## src/rtl/phy_pkg.sv

```systemverilog
// Shared PHY link definitions used by both the transmit serializer and the
// receive deserializer.
//   IDLE_SYM / FRAME_SYM : idle-frame symbols
//   LOCK_FRAMES          : consecutive idle frames needed for receive lock
//   NUM_LANES            : lane count of the parallel side
package phy_pkg;

    localparam logic [7:0] IDLE_SYM    = 8'hBC;
    localparam logic [7:0] FRAME_SYM   = 8'h7C;
    localparam int         LOCK_FRAMES = 2;
    localparam int         NUM_LANES   = 4;

    typedef enum logic [1:0] {
        SEARCH = 2'd0,
        VERIFY = 2'd1,
        LOCKED = 2'd2
    } rx_state_e;

    // Lane 0 idles with FRAME_SYM, the other lanes with IDLE_SYM.
    function automatic logic lane_valid(input logic [7:0] b, input logic is_lane0);
        return is_lane0 ? (b != FRAME_SYM) : (b != IDLE_SYM);
    endfunction

endpackage

```

## src/rtl/ser2par_8.sv

```systemverilog
// 8-bit serial-to-parallel converter.
//   clk_32f   : bit clock
//   rst       : asynchronous active-high reset
//   data_in   : serial data, MSB first
//   bit_clr   : restart the bit counter (next edge begins a new byte)
//   rx_byte   : shift register contents including the bit sampled this edge
//   byte_done : the bit sampled this edge completes a byte
module ser2par_8 (
    input  logic       clk_32f,
    input  logic       rst,
    input  logic       data_in,
    input  logic       bit_clr,
    output logic [7:0] rx_byte,
    output logic       byte_done
);

    logic [7:0] sh_q, sh_d;
    logic [2:0] bit_cnt_q, bit_cnt_d;

    always_comb begin
        sh_d      = {sh_q[6:0], data_in};
        bit_cnt_d = bit_clr ? 3'd0 : bit_cnt_q + 3'd1;
        // Look at the value sh takes on this edge so decisions line up with it.
        rx_byte   = sh_d;
        byte_done = (bit_cnt_q == 3'd7);
    end

    always_ff @(posedge clk_32f or posedge rst) begin
        if (rst) begin
            sh_q      <= 8'h00;
            bit_cnt_q <= 3'd0;
        end else begin
            sh_q      <= sh_d;
            bit_cnt_q <= bit_cnt_d;
        end
    end

endmodule

```

## src/rtl/phy_rx_deser.sv

```systemverilog
// Receive deserializer for the 4-lane PHY link. Finds byte/frame alignment
// from idle frames, then rebuilds the four lanes once per 32-bit frame.
//   clk_32f           : bit clock
//   rst               : asynchronous active-high reset
//   data_in           : serial data, lane 0 first, MSB first
//   out0..out3        : recovered lane bytes (hold value when lane invalid)
//   valid_out0..3     : lane byte valid for the current publish
//   active            : high while locked
module phy_rx_deser
    import phy_pkg::*;
(
    input  logic       clk_32f,
    input  logic       rst,
    input  logic       data_in,
    output logic [7:0] out0,
    output logic [7:0] out1,
    output logic [7:0] out2,
    output logic [7:0] out3,
    output logic       valid_out0,
    output logic       valid_out1,
    output logic       valid_out2,
    output logic       valid_out3,
    output logic       active
);

    rx_state_e state_q, state_d;
    logic [1:0] byte_cnt_q, byte_cnt_d;
    logic [2:0] frame_cnt_q, frame_cnt_d;
    logic [7:0] hold_q [NUM_LANES];
    logic [7:0] hold_d [NUM_LANES];
    logic       pub_q, pub_d;
    logic [7:0] out_q [NUM_LANES];
    logic [7:0] out_d [NUM_LANES];
    logic [NUM_LANES-1:0] valid_q, valid_d;

    logic [7:0] rx_byte;
    logic       byte_done;
    logic       bit_clr;
    logic [7:0] exp_byte;

    ser2par_8 u_ser2par (
        .clk_32f   (clk_32f),
        .rst       (rst),
        .data_in   (data_in),
        .bit_clr   (bit_clr),
        .rx_byte   (rx_byte),
        .byte_done (byte_done)
    );

    always_comb begin
        state_d     = state_q;
        byte_cnt_d  = byte_cnt_q;
        frame_cnt_d = frame_cnt_q;
        hold_d      = hold_q;
        pub_d       = 1'b0;
        bit_clr     = 1'b0;
        exp_byte    = (byte_cnt_q == 2'd0) ? FRAME_SYM : IDLE_SYM;

        unique case (state_q)
            SEARCH: begin
                if (rx_byte == FRAME_SYM) begin
                    state_d     = VERIFY;
                    bit_clr     = 1'b1;
                    byte_cnt_d  = 2'd1;
                    frame_cnt_d = 3'd0;
                end
            end
            VERIFY: begin
                if (byte_done) begin
                    if (rx_byte != exp_byte) begin
                        state_d = SEARCH;
                    end else begin
                        byte_cnt_d = byte_cnt_q + 2'd1;
                        if (byte_cnt_q == 2'd3) begin
                            frame_cnt_d = (frame_cnt_q == 3'd7) ? 3'd7 : frame_cnt_q + 3'd1;
                            if (frame_cnt_d == 3'(LOCK_FRAMES)) begin
                                state_d    = LOCKED;
                                byte_cnt_d = 2'd0;
                            end
                        end
                    end
                end
            end
            LOCKED: begin
                if (byte_done) begin
                    hold_d[byte_cnt_q] = rx_byte;
                    byte_cnt_d         = byte_cnt_q + 2'd1;
                    pub_d              = (byte_cnt_q == 2'd3);
                end
            end
            default: state_d = SEARCH;
        endcase
    end

    // Publish one edge after lane 3 lands in the holding registers.
    always_comb begin
        out_d   = out_q;
        valid_d = valid_q;
        if (pub_q) begin
            for (int k = 0; k < NUM_LANES; k++) begin
                if (lane_valid(hold_q[k], k == 0)) begin
                    out_d[k]   = hold_q[k];
                    valid_d[k] = 1'b1;
                end else begin
                    valid_d[k] = 1'b0;
                end
            end
        end
    end

    always_ff @(posedge clk_32f or posedge rst) begin
        if (rst) begin
            state_q     <= SEARCH;
            byte_cnt_q  <= 2'd0;
            frame_cnt_q <= 3'd0;
            pub_q       <= 1'b0;
            valid_q     <= '0;
            for (int k = 0; k < NUM_LANES; k++) begin
                hold_q[k] <= 8'h00;
                out_q[k]  <= 8'h00;
            end
        end else begin
            state_q     <= state_d;
            byte_cnt_q  <= byte_cnt_d;
            frame_cnt_q <= frame_cnt_d;
            pub_q       <= pub_d;
            valid_q     <= valid_d;
            hold_q      <= hold_d;
            out_q       <= out_d;
        end
    end

    assign out0       = out_q[0];
    assign out1       = out_q[1];
    assign out2       = out_q[2];
    assign out3       = out_q[3];
    assign valid_out0 = valid_q[0];
    assign valid_out1 = valid_q[1];
    assign valid_out2 = valid_q[2];
    assign valid_out3 = valid_q[3];
    assign active     = (state_q == LOCKED);

endmodule

```

## config.mk

```make
export PLATFORM = sky130hd
export DESIGN_NAME = phy_rx_deser
export DESIGN_NICKNAME = d
export VERILOG_FILES = /design/src/rtl/phy_pkg.sv /design/src/rtl/ser2par_8.sv /design/src/rtl/phy_rx_deser.sv
export SDC_FILE = /design/constraint.sdc
export NUM_CORES = 1
export LEC_CHECK = 0
export BUFFER_PORTS_ARGS = -buffer_cell sky130_fd_sc_hd__buf_2
export CORE_ASPECT_RATIO = 0.5
export CORE_MARGIN = 2
export CORE_UTILIZATION = 52
export DETAILED_ROUTE_END_ITERATION = 7
export GPL_TIMING_DRIVEN = 0
export PLACE_DENSITY = 0.75
export SKIP_LAST_GASP = 1
export SYNTH_ARGS = -nofsm -noshare
export SYNTH_HDL_FRONTEND = slang
export SYNTH_HIERARCHICAL = 1
export SYNTH_SLANG_ARGS = --single-unit
```

## constraint.sdc

```tcl
create_clock -name clk_32f -period 2.3 [get_ports clk_32f]
set_input_delay 0.46 -clock clk_32f [delete_from_list [all_inputs] [get_ports clk_32f]]
set_output_delay 0.46 -clock clk_32f [all_outputs]
set_load 0.02 [all_outputs]
```

### Yosys cells after proc, flatten, opt, wreduce, memory -nomap -nowiden

Index checks and enable logic that the tools add are counted.

| word-level totals | value |
|---|---|
| register bits after elaboration | 86 |
| logic and storage cells | 85 |
| output and inout port bits | 37 |

| cells by class | value |
|---|---|
| equal/unequal tests | 19 |
| muxes and demuxes | 31 |
| bitwise gates (word level) | 2 |
| reductions and logical operators | 13 |
| add/subtract/negate cells | 3 |
| order comparisons | 2 |

Operators by type and width:

| operator | count |
|---|---|
| bitwise mux 32 bit | 1 |
| != test 8 bit, second input constant | 3 |
| two-way mux 2 bit | 10 |
| two-way mux 3 bit | 6 |
| demux 8 bit (select 2 bit) | 1 |
| two-way mux 8 bit | 2 |
| AND reduction 5 bit | 3 |
| one-hot mux 2 bit (3 select lines) | 2 |
| AND reduction 2 bit | 5 |
| == test 8 x 7 -> 1 bit, second input constant | 1 |
| two-way mux 1 bit | 8 |
| != test 2 bit, second input constant | 4 |
| != test 8 x 7 -> 1 bit, second input constant | 1 |
| != test 8 bit | 1 |
| adder 3 x 1 -> 3 bit, second input constant | 2 |
| == test 3 bit, second input constant | 2 |
| != test 3 bit, second input constant | 2 |
| one-hot mux 3 bit (2 select lines) | 1 |
| == test 2 bit, second input constant | 2 |
| zero test 2 bit | 2 |
| == test 3 x 2 -> 1 bit, second input constant | 1 |
| greater-or-equal comparator 3 bit, second input constant | 1 |
| < comparator 3 x 1 -> 1 bit, second input constant | 1 |
| inverter 2 -> 3 bit | 1 |
| 7 further kinds | 7 |

### Depth between registers and ports, before layout

| depth | value |
|---|---|
| depth after elaboration | 8 |
| depth in mapped cells | 7 |

### Modules after synthesis

Netlist, hierarchy kept.

By module, submodules not included:

| module | times used | area each (sq um) | seq. area each (sq um) | cells an instance |
|---|---|---|---|---|
| phy_rx_deser | 1 | 3253.1 | 1901.8 | 251 |
| ser2par_8 | 1 | 302.8 | 250.2 | 17 |

### Worst setup path before layout

OpenSTA, ideal clock, no wires.

| timing path | value |
|---|---|
| path type | flip-flop to flip-flop |
| start | register byte_cnt_q[0] |
| end | register state_q[0] |
| arrival | 2038 ps |
| stages on the path, launching flop included | 7 |
| period minus slack after synthesis | 2132 ps |
| setup time | 94 ps |
| slack | 168 ps |
| buffers on the path | 0 |
| required time | 2206 ps |
| cell sequence | dfrtp_1 inv_1 ha_1 or3b_1 a2111o_1 o31a_1 a221oi_2 |

| on the way | value |
|---|---|
| word-level cells in the longest chain between the ends | 6 |

RTL lines:

| item | line | text |
|---|---|---|
| from (decl) | phy_rx_deser.sv:27 | `logic [1:0] byte_cnt_q, byte_cnt_d;` |
| from (signal assigned) | phy_rx_deser.sv:124 | `byte_cnt_q <= byte_cnt_d;` |
| zero test 2 bit | phy_rx_deser.sv:57 | `exp_byte = (byte_cnt_q == 2'd0) ? FRAME_SYM : IDLE_SYM;` |
| two-way mux 8 bit | phy_rx_deser.sv:57 |  |
| != test 8 bit | phy_rx_deser.sv:70 | `if (rx_byte != exp_byte) begin` |
| two-way mux 2 bit | phy_rx_deser.sv:70 |  |
| two-way mux 2 bit | phy_rx_deser.sv:69 | `if (byte_done) begin` |
| one-hot mux 2 bit (3 select lines) | phy_rx_deser.sv:59 | `unique case (state_q)` |
| to (signal assigned) | phy_rx_deser.sv:123 | `state_q <= state_d;` |
| to (decl) | phy_rx_deser.sv:26 | `rx_state_e state_q, state_d;` |

Several ways; a longest one is shown, not always the timed one. The select of a mux whose other input is x is not followed.
A chain may end at the register's enable or synchronous reset.

### Worst setup path in the final report

Ends and elaborated chain as after synthesis.

==> flow_summary.html <==
<table>
<tr><th>Metric</th><th>Value</th></tr>
<tr><th colspan="2">Run status</th></tr>
<tr><td>Run status</td><td>complete, no violations</td></tr>
<tr><th colspan="2">Floorplanning</th></tr>
<tr><td>Die extent in y</td><td>62.48 um</td></tr>
<tr><td>Horizontal die dimension</td><td>120.9 um</td></tr>
<tr><td>Floorplan core area</td><td>0.006648 mm^2</td></tr>
<tr><td>Number of top-level design ports</td><td>40</td></tr>
<tr><td>Row cnt</td><td>21</td></tr>
<tr><td>Die outline area</td><td>0.007556 mm^2</td></tr>
<tr><td>Effective utilization at floorplan</td><td>0.5349</td></tr>
<tr><th colspan="2">Detailed routing</th></tr>
<tr><td>Drt first-iter violations</td><td>116</td></tr>
<tr><td>Count of nets left with antenna violations after detail routing</td><td>0</td></tr>
<tr><td>Average detailed-routed wire length per instance</td><td>15.96 um</td></tr>
<tr><td>DRC violation count after routing</td><td>0</td></tr>
<tr><td>Routed wire length</td><td>6657 um</td></tr>
<tr><td>Drt pass-1 iters</td><td>4</td></tr>
<tr><td>Vias</td><td>2249</td></tr>
<tr><td>Number of vias per cell after detailed routing</td><td>5.393</td></tr>
<tr><th colspan="2">Clocking</th></tr>
<tr><td>CTS tree</td><td>done</td></tr>
<tr><td>Buffer cell driving the clock tree root</td><td>clkbuf_16</td></tr>
<tr><td>Sinks on Clock Net</td><td>86</td></tr>
<tr><td>Clock latency on the worst-skew pair</td><td>330 ps</td></tr>
<tr><td>Clock Path Buffers</td><td>2</td></tr>
<tr><td>Clock buffers created by TritonCTS</td><td>9</td></tr>
<tr><td>Number of hold buffers added after CTS</td><td>0</td></tr>
<tr><td>Number of H-tree levels</td><td>3</td></tr>
<tr><td>Clock transition time at the flip-flop clock pins of the worst setup and hold paths</td><td>70 ps</td></tr>
<tr><th colspan="2">Critical path</th></tr>
<tr><td>Capturing element type of the critical path</td><td>flop</td></tr>
<tr><td>Worst Reg2Reg Path Length in Cells</td><td>6</td></tr>
<tr><td>Beginning of the worst register-to-register path</td><td>byte_cnt_q[0]$_DFFE_PP0P_</td></tr>
<tr><td>Worst setup path start</td><td>byte_cnt_q[0]$_DFFE_PP0P_</td></tr>
<tr><td>Worst reg-to-reg setup slack</td><td>140 ps</td></tr>
<tr><td>Worst path required time</td><td>2540 ps</td></tr>
<tr><td>Type of the worst setup path</td><td>reg2reg</td></tr>
<tr><td>CP startpoint kind</td><td>flop</td></tr>
<tr><td>Crit Path Max Fanout</td><td>4</td></tr>
<tr><td>Data arrival at the endpoint of the critical path</td><td>2400 ps</td></tr>
<tr><td>Worst r2r dst</td><td>state_q[0]$_DFFE_PP0P_</td></tr>
<tr><th colspan="2">Global route</th></tr>
<tr><td>Pin count of the biggest net entering global routing</td><td>41</td></tr>
<tr><td>Global-route wire length before repair</td><td>11580 um</td></tr>
<tr><td>Initial antenna violation count</td><td>0</td></tr>
<tr><td>Total grt overflow</td><td>0</td></tr>
<tr><td>Aggregate global-route resource usage</td><td>0.2002</td></tr>
<tr><td>Via count of the first global-routing pass</td><td>2391</td></tr>
<tr><th colspan="2">Synthesis</th></tr>
<tr><td>Synth Flop Type</td><td>dfrtp_1</td></tr>
<tr><td>Post-synthesis sequential element count</td><td>86</td></tr>
<tr><td>Largest family of logic cells by synthesized area</td><td>multiplexers</td></tr>
<tr><td>Post-synthesis sequential area ratio</td><td>0.6052</td></tr>
<tr><td>Net count of the mapped netlist</td><td>281</td></tr>
<tr><td>Synthesized-area fraction occupied by ao, oa, aoi and oai cells</td><td>0.06193</td></tr>
<tr><td>XOR/XNOR share of the synthesized area</td><td>0</td></tr>
<tr><td>Warnings from Yosys</td><td>6</td></tr>
<tr><td>Post-synthesis instance area</td><td>0.003556 mm^2</td></tr>
<tr><td>Cell taking the most area after synthesis</td><td>dfrtp_1</td></tr>
<tr><td>Top area cells in the synthesized netlist</td><td>dfrtp_1 61%, mux2_1 17%, nand2_1 3.9%, ha_1 3.5%, inv_1 1.5%</td></tr>
<tr><td>Proportion of synthesized area in mux cells</td><td>0.1766</td></tr>
<tr><td>Share of the synthesized area in the top cell type</td><td>0.6052</td></tr>
<tr><td>Post-synth EDFFs</td><td>0</td></tr>
<tr><td>Distinct cells, synth</td><td>38</td></tr>
<tr><td>Post-Synth Simple-Gate Area</td><td>0.09465</td></tr>
<tr><td>Number of instances in the synthesized netlist</td><td>268</td></tr>
<tr><td>Adder-cell area share of the yosys netlist</td><td>0.03519</td></tr>
<tr><td>Async SR Flop Fraction</td><td>1.000</td></tr>
<tr><td>Syn Area/Cell</td><td>13.27 um^2</td></tr>
<tr><th colspan="2">Cells and area</th></tr>
<tr><td>Leading cell type in the layout, fill and taps excluded</td><td>dfrtp_1</td></tr>
<tr><td>Proportion of layout cells with a drive suffix above 1</td><td>0.2123</td></tr>
<tr><td>Fin area</td><td>0.004202 mm^2</td></tr>
<tr><td>Filler cells</td><td>506</td></tr>
<tr><td>Area growth from synthesis to layout</td><td>18.16%</td></tr>
<tr><td>Final core utilization</td><td>0.6320</td></tr>
<tr><td>Net total in the final layout</td><td>333</td></tr>
<tr><td>Commonest non-fill, non-tap cells in the layout</td><td>86 x dfrtp_1, 54 x mux2_1, 39 x buf_2, 37 x nand2_1, 13 x inv_1</td></tr>
<tr><td>FF+latch area</td><td>0.002152 mm^2</td></tr>
<tr><td>Area used by multi-input combinational logic</td><td>0.001315 mm^2</td></tr>
<tr><td>Count of antenna diodes in the layout</td><td>0</td></tr>
<tr><td>Post-Layout Cell Count</td><td>417</td></tr>
<tr><th colspan="2">Place</th></tr>
<tr><td>GP Congestion</td><td>0.7691</td></tr>
<tr><td>Post-detailed-placement cell area</td><td>0.003890 mm^2</td></tr>
<tr><td>Number of buffer cells added on primary ports</td><td>39</td></tr>
<tr><td>Cell count after placement</td><td>400</td></tr>
<tr><td>Total half-perimeter wirelength after legalization and detailed placement</td><td>4572 um</td></tr>
<tr><th colspan="2">Worst hold path</th></tr>
<tr><td>Class of the tightest hold or removal check</td><td>in2async</td></tr>
<tr><th colspan="2">STA</th></tr>
<tr><td>Final hold violation count</td><td>0</td></tr>
<tr><td>Number of failing setup endpoints in the final timing report</td><td>0</td></tr>
<tr><td>Summed negative setup slack over all endpoints</td><td>0 ps</td></tr>
<tr><td>RSZ-0062 raised after global routing</td><td>false</td></tr>
<tr><td>Relative max-transition margin</td><td>0.4015</td></tr>
<tr><td>Share of the cycle needed by the critical path after routing</td><td>0.9395</td></tr>
<tr><td>Fin. max-slew vios</td><td>0</td></tr>
<tr><td>Worst clock skew</td><td>7.503 ps</td></tr>
<tr><td>Final min period</td><td>2161 ps</td></tr>
<tr><td>Max Clk Rate</td><td>0.4628 GHz</td></tr>
<tr><td>Worst slew pin tran</td><td>888.0 ps</td></tr>
<tr><th colspan="2">Pwr</th></tr>
<tr><td>Post-layout power</td><td>3.250 mW</td></tr>
<tr><td>Leakage power of the design</td><td>2.207 nW</td></tr>
<tr><td>Power density over the cells</td><td>773.5 mW/mm^2</td></tr>
<tr><td>Maximum ir drop on the vdd rail</td><td>0.4487 mV</td></tr>
<tr><th colspan="2">Run</th></tr>
<tr><td>Number of maximum-capacitance violations</td><td>0</td></tr>
</table>
==> what timing repair did <==
action,in CTS,in global routing
buffers inserted,1,0
pin swaps,0,2
setup endpoints to repair,1,2
gates resized for setup,0,2
==> worst max path at each step <==
stage / endpoint / slack [ps]
after global placement: state_q[0]$_DFFE_PP0P_ / 60
after floorplan: state_q[0]$_DFFE_PP0P_ / 170
after detailed placement: state_q[0]$_DFFE_PP0P_ / 4
final: state_q[0]$_DFFE_PP0P_ / 140
after CTS: state_q[0]$_DFFE_PP0P_ / 70
after global routing: state_q[0]$_DFFE_PP0P_ / 30
==> registers in the layout, summed over array words and instances, names as in the netlist <==
signal and cells:
byte_cnt_q 2, valid_q 4, out3 8, out1 8, hold_q 32, frame_cnt_q 3
pub_q 1, out2 8, out0 8, state_q 2, u_ser2par/sh_q 7, u_ser2par/bit_cnt_q 3
==> critical path, cell delays in order, from the launching register on <==
cell and delay [ps]:
dfrtp_1 350, inv_1 90, ha_2 210, or3b_4 370, a2111o_1 430, o31a_1 350, a221oi_2 270
==> cell families after synthesis <==
family | after synthesis
buffers and inverters | 20
muxes | 56
adders and majority gates | 10
DFF | 86
and+or+nand+nor | 68
AOI/OAI and AO/OA | 28
==> final cells by class <==
| type | count | area share |
|---|---|---|
| well taps | 92 | 0.02740 |
| clock buffers | 10 | 0.05450 |
| repair buffers | 41 | 0.05301 |
| multi-input cells | 162 | 0.3130 |
| flip-flops and latches | 86 | 0.5122 |
| clock inverters | 6 | 0.01668 |
| plain buffers | 5 | 0.008934 |
| inverters | 15 | 0.01429 |
==> where the power goes <==
group / total (mW) / switching [mW] / internal (mW)
registers: 1.59 / 0.0331 / 1.56
logic: 0.231 / 0.136 / 0.0951
clock network: 1.43 / 0.581 / 0.848
total: 3.25 / 0.750 / 2.50
==> cells in the mapped netlist, types with 2 or more instances <==
cell type and instances:
ha_1 10, nand3_1 5, inv_1 14, clkbuf_1 2
o211ai_1 3, a221oi_2 2, buf_6 2, or4b_1 2
nand4_1 3, a21oi_1 6, o21ai_2 2, dfrtp_1 86
nor2b_1 2, mux2_1 54, mux2i_1 2, nor2_1 6
o21ai_1 6, nand2b_1 2, nand4b_1 3, a2111o_1 2
nand2_1 37
==> metrics by stage <==
stage | hold WS (ps) | worst slack, ps
2_1_floorplan | 300.2 | 168.3
3_3_place_gp | 413.7 | 61.77
3_5_place_dp | 420.2 | 4.259
4_1_cts | 145.4 | 67.40
5_1_grt | 166.2 | 33.90
6_report | 147.2 | 139.1
==> layer usage <==
| layer | vias up | track usage | routed length (um) |
|---|---|---|---|
| li1 | 1051 | - | - |
| met1 | 1130 | 0.2601 | 2963 |
| met2 | 59 | 0.3160 | 3162 |
| met3 | 9 | 0.06204 | 426 |
| met4 | 0 | 0.07994 | 104 |
| met5 | - | 0 | 0 |
Power figures use the tool's default switching activity.
